## src/rtl/vrf_write_arbiter_pkg.sv

```systemverilog
`default_nettype none
// +--------------------------------------------------------------------------+
// | Module      : vrf_write_arbiter_pkg                                      |
// | Description : Shared definitions for the vector register file write-port |
// |               arbiter: width defaults, the ARB/LOCK state encoding,      |
// |               requester index constants and the pointer-wrap helper.     |
// | Ports       : none (package)                                             |
// | Revision    : 1.0 - initial release                                      |
// +--------------------------------------------------------------------------+
package vrf_write_arbiter_pkg;

  localparam int ADDR_W_DEF = 3;
  localparam int DATA_W_DEF = 32;

  // Requester indices and grant_id are always two bits wide (up to 4 requesters).
  localparam int IDX_W = 2;

  localparam int REQ_ALU  = 0;
  localparam int REQ_LOAD = 1;
  localparam int REQ_HOST = 2;

  typedef enum logic [0:0] {
    ST_ARB  = 1'b0,
    ST_LOCK = 1'b1
  } arb_state_e;

  // Round-robin successor of idx among n requesters.
  function automatic logic [IDX_W-1:0] wrap_inc(input logic [IDX_W-1:0] idx, input int n);
    if (int'(idx) >= n - 1) begin
      return '0;
    end
    return idx + 1'b1;
  endfunction

endpackage : vrf_write_arbiter_pkg
`default_nettype wire

```

## src/rtl/vrf_write_arbiter_rr_picker.sv

```systemverilog
`default_nettype none
// +--------------------------------------------------------------------------+
// | Module      : rr_picker                                                  |
// | Description : Combinational round-robin select: first asserted request   |
// |               at or after ptr, wrapping modulo NUM_REQ.                  |
// | Ports       : req[NUM_REQ]   - request vector                            |
// |               ptr            - highest-priority index (< NUM_REQ)        |
// |               grant[NUM_REQ] - one-hot winner (zero when no request)     |
// |               grant_idx      - binary index of winner                    |
// |               grant_valid    - a winner exists                           |
// | Revision    : 1.0 - initial release                                      |
// +--------------------------------------------------------------------------+
module rr_picker
  import vrf_write_arbiter_pkg::*;
#(
  parameter int NUM_REQ = 3
) (
  input  logic [NUM_REQ-1:0] req,
  input  logic [IDX_W-1:0]   ptr,
  output logic [NUM_REQ-1:0] grant,
  output logic [IDX_W-1:0]   grant_idx,
  output logic               grant_valid
);

  always_comb begin : p_pick
    logic [IDX_W:0]   sum;
    logic [IDX_W-1:0] cand;
    grant       = '0;
    grant_idx   = '0;
    grant_valid = 1'b0;
    sum         = '0;
    cand        = '0;
    // Walk candidates in priority order ptr, ptr+1, ... and keep the first hit.
    for (int k = 0; k < NUM_REQ; k++) begin
      sum = {1'b0, ptr} + (IDX_W+1)'(k);
      if (sum >= (IDX_W+1)'(NUM_REQ)) begin
        sum = sum - (IDX_W+1)'(NUM_REQ);
      end
      cand = sum[IDX_W-1:0];
      if (!grant_valid && req[cand]) begin
        grant_valid = 1'b1;
        grant[cand] = 1'b1;
        grant_idx   = cand;
      end
    end
  end

endmodule : rr_picker
`default_nettype wire

```

## src/rtl/vrf_write_arbiter.sv

```systemverilog
`default_nettype none
// +--------------------------------------------------------------------------+
// | Module      : vrf_write_arbiter                                          |
// | Description : Shares the single write port of the 8x32 vector register   |
// |               file between NUM_REQ writeback requesters. Round-robin     |
// |               arbitration with burst locking; the winning beat is        |
// |               registered and presented to the register file one cycle   |
// |               after acceptance.                                          |
// | Ports       : clk, rst_n (async, active-low)                             |
// |               freeze          - stall, blocks all grants                 |
// |               req_valid/lock  - per-requester beat valid / keep port     |
// |               req_addr/data   - packed per-requester address / data      |
// |               req_ready       - per-requester accept (one-hot or zero)   |
// |               rf_write_*      - register-file write port                 |
// |               grant_id/locked - current owner / burst lock held          |
// | Options     : VRF_ARB_R0_DROP_EN - beats to register 0 are accepted but  |
// |               never strobe rf_write_enable (r0 reads as zero).           |
// | Revision    : 1.0 - initial release                                      |
// +--------------------------------------------------------------------------+
module vrf_write_arbiter
  import vrf_write_arbiter_pkg::*;
#(
  parameter int NUM_REQ = 3,
  parameter int ADDR_W  = ADDR_W_DEF,
  parameter int DATA_W  = DATA_W_DEF
) (
  input  logic                      clk,
  input  logic                      rst_n,
  input  logic                      freeze,
  input  logic [NUM_REQ-1:0]        req_valid,
  input  logic [NUM_REQ-1:0]        req_lock,
  input  logic [NUM_REQ*ADDR_W-1:0] req_addr,
  input  logic [NUM_REQ*DATA_W-1:0] req_data,
  output logic [NUM_REQ-1:0]        req_ready,
  output logic                      rf_write_enable,
  output logic [ADDR_W-1:0]         rf_write_addr,
  output logic [DATA_W-1:0]         rf_write_data,
  output logic [IDX_W-1:0]          grant_id,
  output logic                      locked
);

  arb_state_e         state_q,    state_d;
  logic [IDX_W-1:0]   rr_ptr_q,   rr_ptr_d;
  logic [IDX_W-1:0]   grant_id_q, grant_id_d;
  logic               wen_q,      wen_d;
  logic [ADDR_W-1:0]  waddr_q,    waddr_d;
  logic [DATA_W-1:0]  wdata_q,    wdata_d;

  logic [NUM_REQ-1:0] pick_grant;
  logic [IDX_W-1:0]   pick_idx;
  logic               pick_valid;

  logic [NUM_REQ-1:0] lock_oh;
  logic               accept;
  logic [IDX_W-1:0]   acc_idx;
  logic [ADDR_W-1:0]  sel_addr;
  logic [DATA_W-1:0]  sel_data;
  logic               sel_lock;

  rr_picker #(
    .NUM_REQ (NUM_REQ)
  ) u_rr_picker (
    .req         (req_valid),
    .ptr         (rr_ptr_q),
    .grant       (pick_grant),
    .grant_idx   (pick_idx),
    .grant_valid (pick_valid)
  );

  // One-hot view of the lock owner.
  always_comb begin
    lock_oh = '0;
    for (int i = 0; i < NUM_REQ; i++) begin
      lock_oh[i] = (grant_id_q == IDX_W'(i));
    end
  end

  // Handshake: in LOCK the owner sees ready even while it has no beat, so the
  // port idles rather than being handed to someone else.
  always_comb begin
    req_ready = '0;
    accept    = 1'b0;
    acc_idx   = grant_id_q;
    if (!freeze) begin
      case (state_q)
        ST_LOCK: begin
          req_ready = lock_oh;
          accept    = |(req_valid & lock_oh);
        end
        default: begin
          req_ready = pick_grant;
          accept    = pick_valid;
          acc_idx   = pick_idx;
        end
      endcase
    end
  end

  // Route the accepted requester's beat.
  always_comb begin
    sel_addr = '0;
    sel_data = '0;
    sel_lock = 1'b0;
    for (int i = 0; i < NUM_REQ; i++) begin
      if (acc_idx == IDX_W'(i)) begin
        sel_addr = req_addr[i*ADDR_W +: ADDR_W];
        sel_data = req_data[i*DATA_W +: DATA_W];
        sel_lock = req_lock[i];
      end
    end
  end

  // Next state / output stage. Without an accepted beat only the strobe drops;
  // address and data hold the last captured beat.
  always_comb begin
    state_d    = state_q;
    rr_ptr_d   = rr_ptr_q;
    grant_id_d = grant_id_q;
    wen_d      = 1'b0;
    waddr_d    = waddr_q;
    wdata_d    = wdata_q;
    if (accept) begin
`ifdef VRF_ARB_R0_DROP_EN
      wen_d = (sel_addr != '0);
`else
      wen_d = 1'b1;
`endif
      waddr_d    = sel_addr;
      wdata_d    = sel_data;
      grant_id_d = acc_idx;
      if (sel_lock) begin
        state_d = ST_LOCK;
      end else begin
        state_d  = ST_ARB;
        rr_ptr_d = wrap_inc(acc_idx, NUM_REQ);
      end
    end
  end

  always_ff @(posedge clk or negedge rst_n) begin
    if (!rst_n) begin
      state_q    <= ST_ARB;
      rr_ptr_q   <= '0;
      grant_id_q <= '0;
      wen_q      <= 1'b0;
      waddr_q    <= '0;
      wdata_q    <= '0;
    end else begin
      state_q    <= state_d;
      rr_ptr_q   <= rr_ptr_d;
      grant_id_q <= grant_id_d;
      wen_q      <= wen_d;
      waddr_q    <= waddr_d;
      wdata_q    <= wdata_d;
    end
  end

  assign rf_write_enable = wen_q;
  assign rf_write_addr   = waddr_q;
  assign rf_write_data   = wdata_q;
  assign grant_id        = grant_id_q;
  assign locked          = (state_q == ST_LOCK);

endmodule : vrf_write_arbiter
`default_nettype wire
```

## config.mk

```make
export PLATFORM = sky130hd
export DESIGN_NAME = vrf_write_arbiter
export DESIGN_NICKNAME = d
export VERILOG_FILES = /design/src/rtl/vrf_write_arbiter_pkg.sv /design/src/rtl/vrf_write_arbiter_rr_picker.sv /design/src/rtl/vrf_write_arbiter.sv
export SDC_FILE = /design/constraint.sdc
export NUM_CORES = 1
export LEC_CHECK = 0
export CORE_MARGIN = 1
export CORE_UTILIZATION = 25
export DETAILED_ROUTE_END_ITERATION = 10
export HOLD_SLACK_MARGIN = 0.02
export SETUP_SLACK_MARGIN = 0.3
export SYNTH_ARGS = -nofsm -noshare
export SYNTH_HDL_FRONTEND = slang
export SYNTH_HIERARCHICAL = 1
export SYNTH_SLANG_ARGS = --single-unit
```

## constraint.sdc

```tcl
create_clock -name clk -period 3.6 [get_ports clk]
set_input_delay 0.36 -clock clk [delete_from_list [all_inputs] [get_ports clk]]
set_output_delay 0.36 -clock clk [all_outputs]
set_load 0.005 [all_outputs]
```

# Yosys cells after proc, flatten, opt, wreduce, memory -nomap -nowiden
# Index checks and enable logic that the tools add are counted.
# totals
reg_bits	41
elab_cells	87
# classes
add_sub_neg	6
order_cmp	10
eq_ne	4
mux	46
bitwise_logic	4
reduce_logical	11
# op_table
op	n
32-bit 2-to-1 mux	3
3-bit 2-to-1 mux	8
2-bit 2-to-1 mux	10
1-bit 2-to-1 mux	19
2-bit by 3-bit < comparator with 1-bit output (second input constant)	3
1-bit binary-select mux with 2-bit select	3
1-bit demux with 2-bit select	3
2-bit by 1-bit >= comparator with 1-bit output (second input constant)	3
3-bit by 2-bit >= comparator with 1-bit output (second input constant)	2
3-bit OR	2
2-bit subtractor (second input constant)	3
1-bit logical AND	5
2-bit by 1-bit == test with 1-bit output (second input constant)	2
2-bit == test (second input constant)	2
2-bit >= comparator (second input constant)	2
2-bit logical NOT	2
2-bit by 1-bit adder with 3-bit output (second input constant)	1
2-bit by 2-bit adder with 3-bit output (second input constant)	1
3-bit AND	1
3-bit OR reduction	1
2-bit by 1-bit adder with 2-bit output (second input constant)	1
1-bit logical NOT	2
2-bit AND reduction	1
1-bit inverter	1

# Depth between registers and ports, before layout
# Gate-level depths: netlist of run 1.
# logic_depth
word_depth	20
ltp_mapped	13
depth_no_buf	11

# Hierarchy
# Netlist of run 1, hierarchy kept.
# modules_own_cells
module	n_inst	cells_per_inst	area_per_inst_um2	seq_area_each_um2
vrf_write_arbiter	1	255	2348.5	1026.0
rr_picker	1	41	281.5	0.0

# Least setup slack after synthesis of run 1
# OpenSTA, ideal clock, no wires.
# synth_timing
path_type	flip-flop to flip-flop
startpoint	register rr_ptr_q[1]
endpoint	register wdata_q[14] (netlist: rf_write_data[14])
setup_ps	133
arrival_ps	2462
required_ps	3467
slack_ps	1005
stages_incl_launch_ff	13
path_buffers	2
cell_sequence	dfrtp_1 inv_1 ha_1 buf_6 mux2i_4 or2_2 a21oi_1 a21oi_1 mux2i_2 buf_2 mux2_2 a22oi_1 o21ai_0
# synth_via
elab_chain_cells	17
elab_cells_between_ends	37
# synth_rtl
item	line	rtl
from (decl)	vrf_write_arbiter.sv:43	logic [IDX_W-1:0] rr_ptr_q, rr_ptr_d;
from (signal assigned)	vrf_write_arbiter.sv:150	rr_ptr_q <= rr_ptr_d;
parallel branches: the longest is 10 deep, another holds 2-bit by 1-bit adder with 3-bit output	n/a	
2-bit 2-to-1 mux (*)	vrf_write_arbiter_rr_picker.sv:40	if (!grant_valid && req[cand]) begin
via pick_idx[0]	vrf_write_arbiter.sv:50	logic [IDX_W-1:0] pick_idx;
2-bit 2-to-1 mux (*)	vrf_write_arbiter.sv:85	case (state_q)
2-bit 2-to-1 mux (*)	vrf_write_arbiter.sv:84	if (!freeze) begin
2-bit logical NOT	vrf_write_arbiter.sv:105	if (acc_idx == IDX_W'(i)) begin
32-bit 2-to-1 mux (2 in a row)	vrf_write_arbiter.sv:105	
32-bit 2-to-1 mux (*)	vrf_write_arbiter.sv:105	
to (signal assigned)	vrf_write_arbiter.sv:154	wdata_q <= wdata_d;
to (decl)	vrf_write_arbiter.sv:47	logic [DATA_W-1:0] wdata_q, wdata_d;
# Mark *: on every way through the listed nets, which the timed path passes. The select of a mux whose other input is x is not followed.
# A chain may end at the register's enable or synchronous reset.

# Final worst setup path of run 1
# layout_timing
startpoint	register rr_ptr_q[0]
endpoint	output req_ready[0]
# layout_via
elab_chain_cells	13
elab_cells_between_ends	45
# layout_rtl
item	line	rtl
2-bit by 1-bit adder with 3-bit output (tied with other cells)	vrf_write_arbiter_rr_picker.sv:35	sum = {1'b0, ptr} + (IDX_W+1)'(k);
3-bit by 2-bit >= comparator with 1-bit output (tied with other cells)	vrf_write_arbiter_rr_picker.sv:36	if (sum >= (IDX_W+1)'(NUM_REQ)) begin
2-bit 2-to-1 mux (tied with other cells)	vrf_write_arbiter_rr_picker.sv:36	
2-bit by 3-bit < comparator with 1-bit output (implied by the code) (tied with other cells)	vrf_write_arbiter_rr_picker.sv:42	grant[cand] = 1'b1;
1-bit logical AND (implied by the code) (tied with other cells)	vrf_write_arbiter_rr_picker.sv:42	
1-bit 2-to-1 mux (implied by the code) (tied with other cells)	vrf_write_arbiter_rr_picker.sv:42	
1-bit demux with 2-bit select (tied with other cells)	n/a	
3-bit OR (no source line) / 1-bit 2-to-1 mux (equally long branches)	n/a	
3-bit 2-to-1 mux / 1-bit logical NOT (equally long branches)	vrf_write_arbiter_rr_picker.sv:40	
3-bit OR (no source line) / 1-bit logical AND (equally long branches)	n/a	
3-bit 2-to-1 mux (*)	vrf_write_arbiter_rr_picker.sv:40	
via pick_grant[0]	vrf_write_arbiter.sv:49	logic [NUM_REQ-1:0] pick_grant;
3-bit 2-to-1 mux (*)	vrf_write_arbiter.sv:85	
3-bit 2-to-1 mux (*)	vrf_write_arbiter.sv:84	
to (decl)	vrf_write_arbiter.sv:34	output logic [NUM_REQ-1:0] req_ready,
# The timed path passes the listed nets; every way through them passes the cells marked *. The select of a mux whose other input is x is not followed.

==> results.md, run 1 <==
## Clock tree
- 2 — Max Buffers Root-to-Sink
- 5 — number of buffers inserted during clock tree synthesis
- 2 — number of levels the H-tree was split into
- sky130_fd_sc_hd__clkbuf_8 — buffer type at the clock tree root
- 0.29 ns — clock insertion delay at the later pin of the skew report
- 0 — CTS Hold Bufs
- built — clock tree from TritonCTS
- 0.08 ns — clock transition time at the flip-flop clock pins of the worst setup and hold paths
- 41 — total clock sinks

## STA
- 84.2% — part of the cycle the worst path needs
- 0.948 ns — slew at the pin closest to its max-slew limit
- 0 — count of final max-slew check failures
- 330 MHz — fmax
- 0 — number of endpoints failing setup at the final stage
- 0.0103 ns — worst-case clock skew
- 0 — Fin. Hold Viols
- 36.8% — Worst slew margin
- 3.03 ns — Period minus WS final
- false — RSZ-0062 raised after global routing
- 0 ns — Total Negative Setup Slacks

## Final layout
- 562 — Layout Nets
- 9.89% — share of post-route cells with drive strength above 1
- 42.9% — final core area utilization
- 581 — Post-Layout Cell Count
- 0 — Ant. Diodes
- 0.00441 mm^2 — summed area of non-filler cells in the final layout
- 67.7% — area added between synthesis and finish
- 1,026 — count of filler cells inserted in the layout

## Critical path
- 2.67 ns — data arrival time of the critical path
- 7 — largest fanout of any net on the critical path
- req_ready[0] — capturing element of the worst setup path
- 11 — depth of the worst register-to-register path
- reg -> out — CP Class
- primary output — critical path capture point type
- rr_ptr_q[1] — origin of the critical flop-to-flop path
- 0.68 ns — flop-to-flop setup slack
- register — critical path launch point type
- 3.24 ns — required time of the worst setup path
- rr_ptr_q[1] — end of the worst register-to-register path
- rr_ptr_q[0] — critical path startpoint

## Placement
- 572 — Cells after DPL
- 6380 um — half-perimeter wire length after placement
- 0.804 — global placement routability congestion
- 155 — buffers added on ports
- 0.00431 mm^2 — placed standard-cell area

## Yosys
- 296 — cell count after synthesis
- 1.90% — adder-cell area share of the yosys netlist
- 39.0% — area share of the largest cell type after synthesis
- 39.0% — register area share after synthesis
- 0.00263 mm^2 — Syn Std Cell Area
- compound AO/OA/AOI/OAI gates — combinational family with the most area after synthesis
- 34 — count of different cell masters after synthesis
- sky130_fd_sc_hd__dfrtp_1 — leading register cell type out of synthesis
- 41 — flip-flop and latch count after synthesis
- 8.89 um^2 — average cell area after synthesis
- sky130_fd_sc_hd__dfrtp_1, sky130_fd_sc_hd__mux2_2, sky130_fd_sc_hd__nand2_1 — largest cells by area after synthesis
- 6 — Yosys Warn Count
- sky130_fd_sc_hd__dfrtp_1 — area leader, netlist
- 0 — number of flops mapped to enable cells by yosys
- 14.7% — share of synthesized cell area in and, or, nand and nor gates
- 100% — post-synthesis async set-or-reset flop share
- 0% — post-synthesis share of cell area spent on xor and xnor gates
- 27.2% — share of the synthesized area in compound gates (AO/OA/AOI/OAI)
- 414 — net count of the mapped netlist
- 12.6% — multiplexer share of the synthesized area

## Floorplan
- 105 um — Vert. Die Dim
- 0.0103 mm^2 — placeable core region
- 0.0109 mm^2 — area of the die
- 37 — site row count
- 105 um — die width
- 25.6% — Starting Density
- 156 — num ports

## Routing
- 4 — Detailed Routing Iterations Pass 1
- 14.3 um — wire length per cell after detailed routing
- 488 um — routed length on met3
- 0 — DRC viols
- 4030 um — Detail Route met2 WL
- 4.65 — mean number of vias per cell
- 2,700 — number of vias in the routed layout
- 0 — Routed Antenna Nets
- met4 — highest metal layer with signal wires
- 8290 um — Routed Wire Length
- 3660 um — M1 WL
- 91 — number of DRC violations after detailed-routing iteration 0

## Job
- 0 — MaxCap Viol Count

## Run status
- finished, final reports clean — result of the run

## Hold path
- in -> async — worst min-delay path category

## GRT
- 0 — antenna violations before repair
- 0 — Overflow after GRT
- 55 — maximum number of pins on one net before global-route repair
- 2,829 — number of global-route vias before repair
- 15.6% — Global Route Usage Sum
- 13,700 um — global-route wire length before repair

## Power and ir drop
- 0.279 mV — maximum vdd drop
- 3.24 mW — power consumption
- 734 mW/mm^2 — power density of the placed cells
- 1.78 nW — Lkg Pwr

## how the worst min path moves through the flow
stage                                 from                 to  slack, ns  depth (start not counted)
after floorplan                      rst_n        grant_id[0]       0.06                          0
after global placement    rf_write_data[1]   rf_write_data[1]       0.46                          2
after detailed placement  rf_write_data[4]   rf_write_data[4]       0.46                          2
after CTS                            rst_n   rf_write_data[0]       0.24                          1
after global routing                 rst_n  rf_write_data[30]       0.29                          1
final                                rst_n  rf_write_data[30]       0.20                          1
## cell families (layout without fill, tap and decap cells)
kind of cell | Yosys count | count (layout)
adders and majority gates | 4 | 4
buffers and inverters | 24 | 173
AOI/OAI and AO/OA | 111 | 111
and+or+nand+nor | 87 | 87
DFF | 41 | 41
muxes | 29 | 29
## layout by cell type (no fill, tap or decap), types with 3 or more instances in the layout
| master | synthesis | final |
|---|---|---|
| sky130_fd_sc_hd__a21oi_1 | 25 | 25 |
| sky130_fd_sc_hd__a22oi_1 | 18 | 18 |
| sky130_fd_sc_hd__buf_4 | 3 | 4 |
| sky130_fd_sc_hd__clkbuf_8 | 0 | 5 |
| sky130_fd_sc_hd__clkdlybuf4s50_1 | 0 | 154 |
| sky130_fd_sc_hd__dfrtp_1 | 41 | 41 |
| sky130_fd_sc_hd__ha_1 | 4 | 4 |
| sky130_fd_sc_hd__inv_1 | 4 | 4 |
| sky130_fd_sc_hd__mux2_2 | 19 | 19 |
| sky130_fd_sc_hd__mux2i_1 | 8 | 6 |
| sky130_fd_sc_hd__nand2_1 | 44 | 44 |
| sky130_fd_sc_hd__nand3b_1 | 4 | 4 |
| sky130_fd_sc_hd__nor2_1 | 25 | 25 |
| sky130_fd_sc_hd__nor2b_1 | 3 | 3 |
| sky130_fd_sc_hd__nor3_1 | 3 | 3 |
| sky130_fd_sc_hd__o21a_1 | 19 | 19 |
| sky130_fd_sc_hd__o21ai_0 | 24 | 24 |
| sky130_fd_sc_hd__o31ai_1 | 18 | 18 |
## final cells by class
cell class	instances	area, um^2	area share, %
clock buffer	5	68.8	1.56
clock inverter	3	17.5	0.397
inverter	4	15.0	0.340
multi-input combinational	231	1500	33.9
sequential	41	1030	23.3
tap	136	170	3.86
timing repair buffer	161	1620	36.6
## sequential cells by signal, indices dropped and copies added, names as in the netlist
name             count
rf_write_enable      1
locked               1
rf_write_data       32
rr_ptr_q             2
rf_write_addr        3
grant_id             2
## power breakdown
group	total [mW]	leakage, nW	internal, mW	switching [mW]
combinational	2.10	1.23	1.12	0.987
sequential	0.839	0.509	0.685	0.154
clock	0.295	0.0439	0.134	0.161
total	3.24	1.78	1.94	1.30
## metal layers
metal | track usage [%] | vias to the layer above
met2 | 27.0 | 87
li1 | - | 1355
met1 | 19.0 | 1250
met3 | 3.93 | 8
met4 | 4.29 | 0
met5 | 0 | -
## synthesized netlist by cell type (all sizes together) (3+ instances only)
library cell / number
nand2: 44
dfrtp: 41
nor2: 27
o21ai: 26
a21oi: 25
mux2: 19
o21a: 19
a22oi: 18
o31ai: 18
buf: 11
mux2i: 10
clkbuf: 9
ha: 4
inv: 4
nand3b: 4
nor2b: 3
nor3: 3
## worst max-delay path, cell delays in order (launching register included)
cell and delay (ns):
sky130_fd_sc_hd__dfrtp_1 0.40, sky130_fd_sc_hd__inv_1 0.08, sky130_fd_sc_hd__ha_1 0.40, sky130_fd_sc_hd__nand3b_1 0.17, sky130_fd_sc_hd__o21ai_0 0.17, sky130_fd_sc_hd__o2111ai_1 0.20
sky130_fd_sc_hd__a22oi_1 0.24, sky130_fd_sc_hd__mux2i_1 0.10, sky130_fd_sc_hd__nor2_1 0.10, sky130_fd_sc_hd__clkdlybuf4s50_1 0.51
## stage by stage
stage / hold WS, ns / setup WS [ns]
finish: 0.203 / 0.569
global route: 0.294 / 0.342
CTS: 0.243 / 0.531
detailed placement: 0.465 / 0.533
global placement: 0.461 / 0.669
floorplan: 0.0644 / 1.00
## timing repair
item / 4_1_cts / 5_1_grt
endpoints found under the setup margin: 0 / 18
gates resized for setup: 0 / 0
setup buffers: 0 / 1
(Power assumes the default switching activity.)
==> inputs of run 2 (changes only) <==
==> constraint.sdc (replaced) <==
create_clock -name clk -period 3.1 [get_ports clk]
set_input_delay 0.31 -clock clk [delete_from_list [all_inputs] [get_ports clk]]
set_output_delay 0.31 -clock clk [all_outputs]
set_load 0.005 [all_outputs]
==> run 2 against run 1 <==
  * Die area unchanged
  * Utilization grew 1.2 points
  * Highest routed layer unchanged
  * First-iteration DRC count shrank 20%
  * Worst setup slack worse by 0.18 ns
==> results.md, run 2 (synthesis gave the netlist of run 1 again) <==
## Clock tree
- 5 — number of buffers inserted during clock tree synthesis
- 2 — Max Buffers Root-to-Sink
- 0.28 ns — clock insertion delay at the later pin of the skew report
- 0.08 ns — clock transition time at the flip-flop clock pins of the worst setup and hold paths
- 41 — total clock sinks
- 2 — number of levels the H-tree was split into
- sky130_fd_sc_hd__clkbuf_8 — buffer type at the clock tree root
- built — clock tree from TritonCTS

## GRT
- 0 — antenna violations before repair
- 15.4% — Global Route Usage Sum
- 2,797 — number of global-route vias before repair
- 0 — Overflow after GRT
- 58 — maximum number of pins on one net before global-route repair
- 13,700 um — global-route wire length before repair

## STA
- true — RSZ-0062 raised after global routing
- 0 — count of final max-slew check failures
- 0.00367 ns — worst-case clock skew
- 0.385 ns — worst-case setup margin in the final layout
- 368 MHz — fmax
- 87.6% — part of the cycle the worst path needs
- 37.5% — Worst slew margin
- 0 — number of endpoints failing setup at the final stage
- 0 — Fin. Hold Viols
- 2.72 ns — Period minus WS final
- 0.937 ns — slew at the pin closest to its max-slew limit
- 0 ns — Total Negative Setup Slacks

## Placement
- 6220 um — half-perimeter wire length after placement
- 155 — buffers added on ports
- 0.806 — global placement routability congestion
- 0.0689 ns — worst slack at placement

## Routing
- 2,722 — number of vias in the routed layout
- 14.3 um — wire length per cell after detailed routing
- 0 — DRC viols
- 4 — Detailed Routing Iterations Pass 1
- 8340 um — Routed Wire Length
- 4.65 — mean number of vias per cell
- 73 — number of DRC violations after detailed-routing iteration 0
- 0 — Routed Antenna Nets

## Power and ir drop
- 66.6% — logic gate share of total power
- 1.57 mW — Net Switching
- 1.82 nW — Lkg Pwr
- 39.8% — proportion of total power due to net switching
- 2.37 mW — internal power contribution
- 24.8% — Sequential Power Share
- 869 mW/mm^2 — power density of the placed cells
- 0.292 mV — maximum vdd drop
- 8.6% — clock share of power

## Floorplan
- 0.0103 mm^2 — placeable core region
- 156 — num ports
- 105 um — die width
- 37 — site row count
- 25.6% — Starting Density
- 0.0109 mm^2 — area of the die
- 105 um — Vert. Die Dim

## Critical path
- inv_1 > ha_4 > mux2i_4 > o21ai_4 > o21ai_1 > nand2b_1 > a21oi_1 > clkdlybuf4s50_1 — cell-by-cell listing of the critical path
- reg -> out — CP Class
- register — critical path launch point type
- 2.41 ns — data arrival time of the critical path
- sky130_fd_sc_hd__clkdlybuf4s50_1 — standard cell with the maximum stage delay on the critical path
- 2.79 ns — required time of the worst setup path
- 8 — largest fanout of any net on the critical path
- primary output — critical path capture point type
- 0.53 ns — slowest cell delay on critical path
- 0.41 ns — flop-to-flop setup slack

## Final layout
- 0 — Ant. Diodes
- 566 — Layout Nets
- sky130_fd_sc_hd__clkdlybuf4s50_1 — leading cell type in the layout, fill and taps excluded
- 32 — flip-flop count of the largest register after layout
- 12.2% — share of post-route cells with drive strength above 1
- 72.6% — area added between synthesis and finish
- sky130_fd_sc_hd__clkdlybuf4s50_1, sky130_fd_sc_hd__nand2_1, sky130_fd_sc_hd__dfrtp_1 — commonest cells after routing, fill and taps aside

## Job
- 0 — MaxCap Viol Count

## Run status
- finished, final reports clean — result of the run

## Hold path
- in -> async — worst min-delay path category

[run 2: changes by cell type in the layout (fill, tap and decap cells not counted), moves of 2 or more]
cell / change
sky130_fd_sc_hd__ha_4: +3
sky130_fd_sc_hd__dfrtp_2: +2
sky130_fd_sc_hd__dfrtp_1: -2
sky130_fd_sc_hd__clkbuf_1: +3
sky130_fd_sc_hd__ha_1: -3
sky130_fd_sc_hd__buf_4: +2
sky130_fd_sc_hd__clkinv_2: -2
sky130_fd_sc_hd__o21ai_0: -4
sky130_fd_sc_hd__buf_12: +2
sky130_fd_sc_hd__o21ai_1: +2
[run 2: timing repair]
action,CTS,global route
hold buffers,0,0
endpoints found under the setup margin,36,43
setup buffers,0,3
pin swaps,1,3
resized for setup,3,18
[run 2: power by group through the flow]
| stage | sequential [mW] | combinational [mW] | clock (mW) |
|---|---|---|---|
| after CTS | 0.974 | 2.51 | 0.355 |
| after global placement | 0.973 | 2.46 | 0 |
| after floorplan | 0.966 | 1.44 | 0 |
| after detailed placement | 0.980 | 2.49 | 0 |
| after global routing | 1.02 | 2.90 | 0.380 |
| final | 0.979 | 2.63 | 0.339 |
[run 2: path summary, 6_finish.rpt]
check,start,endpoint,cells past startpoint
setup / recovery,rr_ptr_q[1],req_ready[1],8
hold / removal,rst_n,rf_write_data[30],1
setup reg to reg,rr_ptr_q[1],rr_ptr_q[1],11
hold reg to reg,rf_write_data[1],rf_write_data[1],2
max in group asynchronous,rst_n,rr_ptr_q[0],1
min in group clk,rf_write_data[1],rf_write_data[1],2
[run 2: area by class of cell]
| class | count | area (um^2) |
|---|---|---|
| fillers | 1030 | 5740 |
| clock buffers | 8 | 80.1 |
| inverters | 4 | 15.0 |
| repair buffers | 165 | 1670 |
| well taps | 136 | 170 |
| multi-input cells | 231 | 1570 |
| flip-flops and latches | 41 | 1030 |
[run 2: through the flow]
stage	cells	util (%)	total power, mW	hold slack, ns	area [um^2]
finish	585	44.2	3.94	0.159	4540
global route	585	44.2	4.30	0.252	4540
CTS	582	43.1	3.84	0.204	4430
detailed placement	574	42.2	3.47	0.466	4330
global placement	574	42.2	3.43	0.460	4330
floorplan	296	-	2.40	0.0144	2630
[run 2: metal layers]
| metal | part of all wire, % | routed length, um | vias to the layer above | GRT usage, % |
|---|---|---|---|---|
| met5 | 0 | 0 | - | 0 |
| met4 | 1.6 | 133 | 0 | 3.78 |
| met3 | 5.8 | 484 | 12 | 3.43 |
| met2 | 49 | 4070 | 97 | 26.8 |
| met1 | 44 | 3660 | 1244 | 19.3 |
| li1 | - | - | 1369 | - |
[run 2: worst max-delay path, delay by kind of cell, from the launching register on]
family | cells | cell delay [ns]
fa+ha+maj | 1 | 0.21
mux | 1 | 0.29
simple gates | 1 | 0.07
buf+inv | 2 | 0.66
compound gates | 3 | 0.43
flops | 1 | 0.46
==> inputs of run 3 (changes only) <==
==> constraint.sdc (replaced) <==
create_clock -name clk -period 3.1 [get_ports clk]
set_input_delay 0.93 -clock clk [delete_from_list [all_inputs] [get_ports clk]]
set_output_delay 0.93 -clock clk [all_outputs]
set_load 0.005 [all_outputs]
==> run 3 against run 2 <==
  * Final cell count increased by 5.5%
  * Sequential cell count unchanged
  * Register-to-register slack got worse by 0.12 ns
  * Global-route usage increased by 1.3 points
  * Final area increased by 7.7%
  * Clock skew increased by 0.0040 ns
  * Via count increased by 6.9%
  * Clock-buffer cell count decreased by 3
  * First-iteration DRC count increased by 51%
==> results.md, run 3 (synthesis gave the netlist of run 1 again) <==
## Run status
- finished, final reports clean — result of the run

## Floorplan
- 0.0103 mm^2 — placeable core region
- 105 um — Vert. Die Dim
- 25.6% — Starting Density
- 105 um — die width
- 0.0109 mm^2 — area of the die
- 37 — site row count
- 156 — num ports

## Clock tree
- 2 — Max Buffers Root-to-Sink
- 2 — number of levels the H-tree was split into
- 0.29 ns — clock insertion delay at the later pin of the skew report
- 0 — CTS Hold Bufs
- built — clock tree from TritonCTS
- sky130_fd_sc_hd__clkbuf_8 — buffer type at the clock tree root
- 0.08 ns — clock transition time at the flip-flop clock pins of the worst setup and hold paths
- 5 — number of buffers inserted during clock tree synthesis
- 41 — total clock sinks

## STA
- 66.0% — Worst slew margin
- true — RSZ-0062 raised after global routing
- 95.9% — part of the cycle the worst path needs
- 0.00771 ns — worst-case clock skew
- 2.97 ns — Period minus WS final
- 0.510 ns — slew at the pin closest to its max-slew limit
- 336 MHz — fmax
- 0 — count of final max-slew check failures
- 0 ns — Total Negative Setup Slacks
- 0 — number of endpoints failing setup at the final stage
- 0 — Fin. Hold Viols
- 0.128 ns — worst-case setup margin in the final layout

## Power and ir drop
- 922 mW/mm^2 — power density of the placed cells
- 0.310 mV — maximum vdd drop
- 2.02 nW — Lkg Pwr
- 4.51 mW — power consumption

## Routing
- 4 — Detailed Routing Iterations Pass 1
- 110 — number of DRC violations after detailed-routing iteration 0
- 0 — Routed Antenna Nets
- 4.72 — mean number of vias per cell
- 2,910 — number of vias in the routed layout
- 9160 um — Routed Wire Length
- 0 — DRC viols
- 14.8 um — wire length per cell after detailed routing

## Placement
- 155 — buffers added on ports
- 6700 um — half-perimeter wire length after placement
- 594 — Cells after DPL
- 0.808 — global placement routability congestion
- -0.717 ns — worst slack at placement
- 0.00455 mm^2 — placed standard-cell area

## Critical path
- 13 — depth of the worst register-to-register path
- rr_ptr_q[1] — end of the worst register-to-register path
- 5 — largest fanout of any net on the critical path
- 2.04 ns — data arrival time of the critical path
- in -> out — CP Class
- rr_ptr_q[0] — origin of the critical flop-to-flop path
- 2.17 ns — required time of the worst setup path
- primary output — critical path capture point type
- input port — critical path launch point type
- 0.29 ns — flop-to-flop setup slack

## GRT
- 2,991 — number of global-route vias before repair
- 14,600 um — global-route wire length before repair
- 16.8% — Global Route Usage Sum
- 0 — Overflow after GRT
- 45 — maximum number of pins on one net before global-route repair
- 0 — antenna violations before repair

## Final layout
- sky130_fd_sc_hd__clkdlybuf4s50_1, sky130_fd_sc_hd__nand2_1, sky130_fd_sc_hd__dfrtp_1 — commonest cells after routing, fill and taps aside
- 32 — flip-flop count of the largest register after layout
- 22.5% — share of post-route cells with drive strength above 1
- 599 — Layout Nets
- 0.00489 mm^2 — summed area of non-filler cells in the final layout
- 0 — Ant. Diodes
- 617 — Post-Layout Cell Count
- 85.9% — area added between synthesis and finish
- sky130_fd_sc_hd__clkdlybuf4s50_1 — leading cell type in the layout, fill and taps excluded

## Hold path
- 2 — worst hold path cell count
- reg -> reg — worst min-delay path category
- rf_write_data[7] — Endpoint, Worst Hold
- rf_write_data[7] — critical hold path startpoint

## Job
- 0 — MaxCap Viol Count

-- run 3: timing repair --
item,in CTS,in global routing
pin swaps,11,10
setup buffers,10,6
resized for setup,41,21
setup endpoints to repair,41,41
-- run 3: how the worst max path moves through the flow --
stage / start / endpoint / depth (start not counted)
finish: req_valid[2] / req_ready[0] / 8
floorplan: req_valid[1] / rf_write_data[14] / 9
detailed placement: req_valid[1] / req_ready[0] / 8
global placement: req_valid[1] / req_ready[0] / 8
global route: rr_ptr_q[0] / req_ready[2] / 10
CTS: rr_ptr_q[1] / req_ready[0] / 10
-- run 3: stage by stage --
| stage | hold slack [ns] | utilization (%) |
|---|---|---|
| global placement | 0.460 | 44.2 |
| CTS | 0.485 | 46.3 |
| finish | 0.477 | 47.6 |
| global route | 0.501 | 47.6 |
| detailed placement | 0.467 | 44.2 |
| floorplan | 0.473 | - |
-- run 3: worst max-delay path: stages --
cell,delay (ns)
sky130_fd_sc_hd__buf_2,0.16
sky130_fd_sc_hd__nand3b_1,0.20
sky130_fd_sc_hd__o21ai_2,0.12
sky130_fd_sc_hd__o2111ai_1,0.13
sky130_fd_sc_hd__a22oi_1,0.18
sky130_fd_sc_hd__mux2i_1,0.09
sky130_fd_sc_hd__nor2_1,0.10
sky130_fd_sc_hd__buf_2,0.12
-- run 3: power by group --
part           total [mW]  internal (mW)  switching, mW  leakage, nW
Sequential          0.978          0.796          0.182        0.508
Combinational        3.11           1.74           1.37         1.46
Clock               0.422          0.234          0.187       0.0540
-- run 3: routing by layer --
metal,GRT usage (%),part of all wire [%],up-vias
met1,19.5,42,1361
met5,0,0,-
met2,30.6,51,101
met4,4.49,1.9,0
li1,-,-,1432
met3,3.93,5.4,16
-- run 3: area by class of cell --
| type | instances | area, um^2 |
|---|---|---|
| clock buffers | 5 | 68.8 |
| repair buffers | 198 | 1950 |
| multi-input cells | 231 | 1630 |
| fillers | 1012 | 5390 |
| inverters | 4 | 15.0 |
| well taps | 136 | 170 |
| flip-flops and latches | 41 | 1030 |
| clock inverters | 2 | 35.0 |
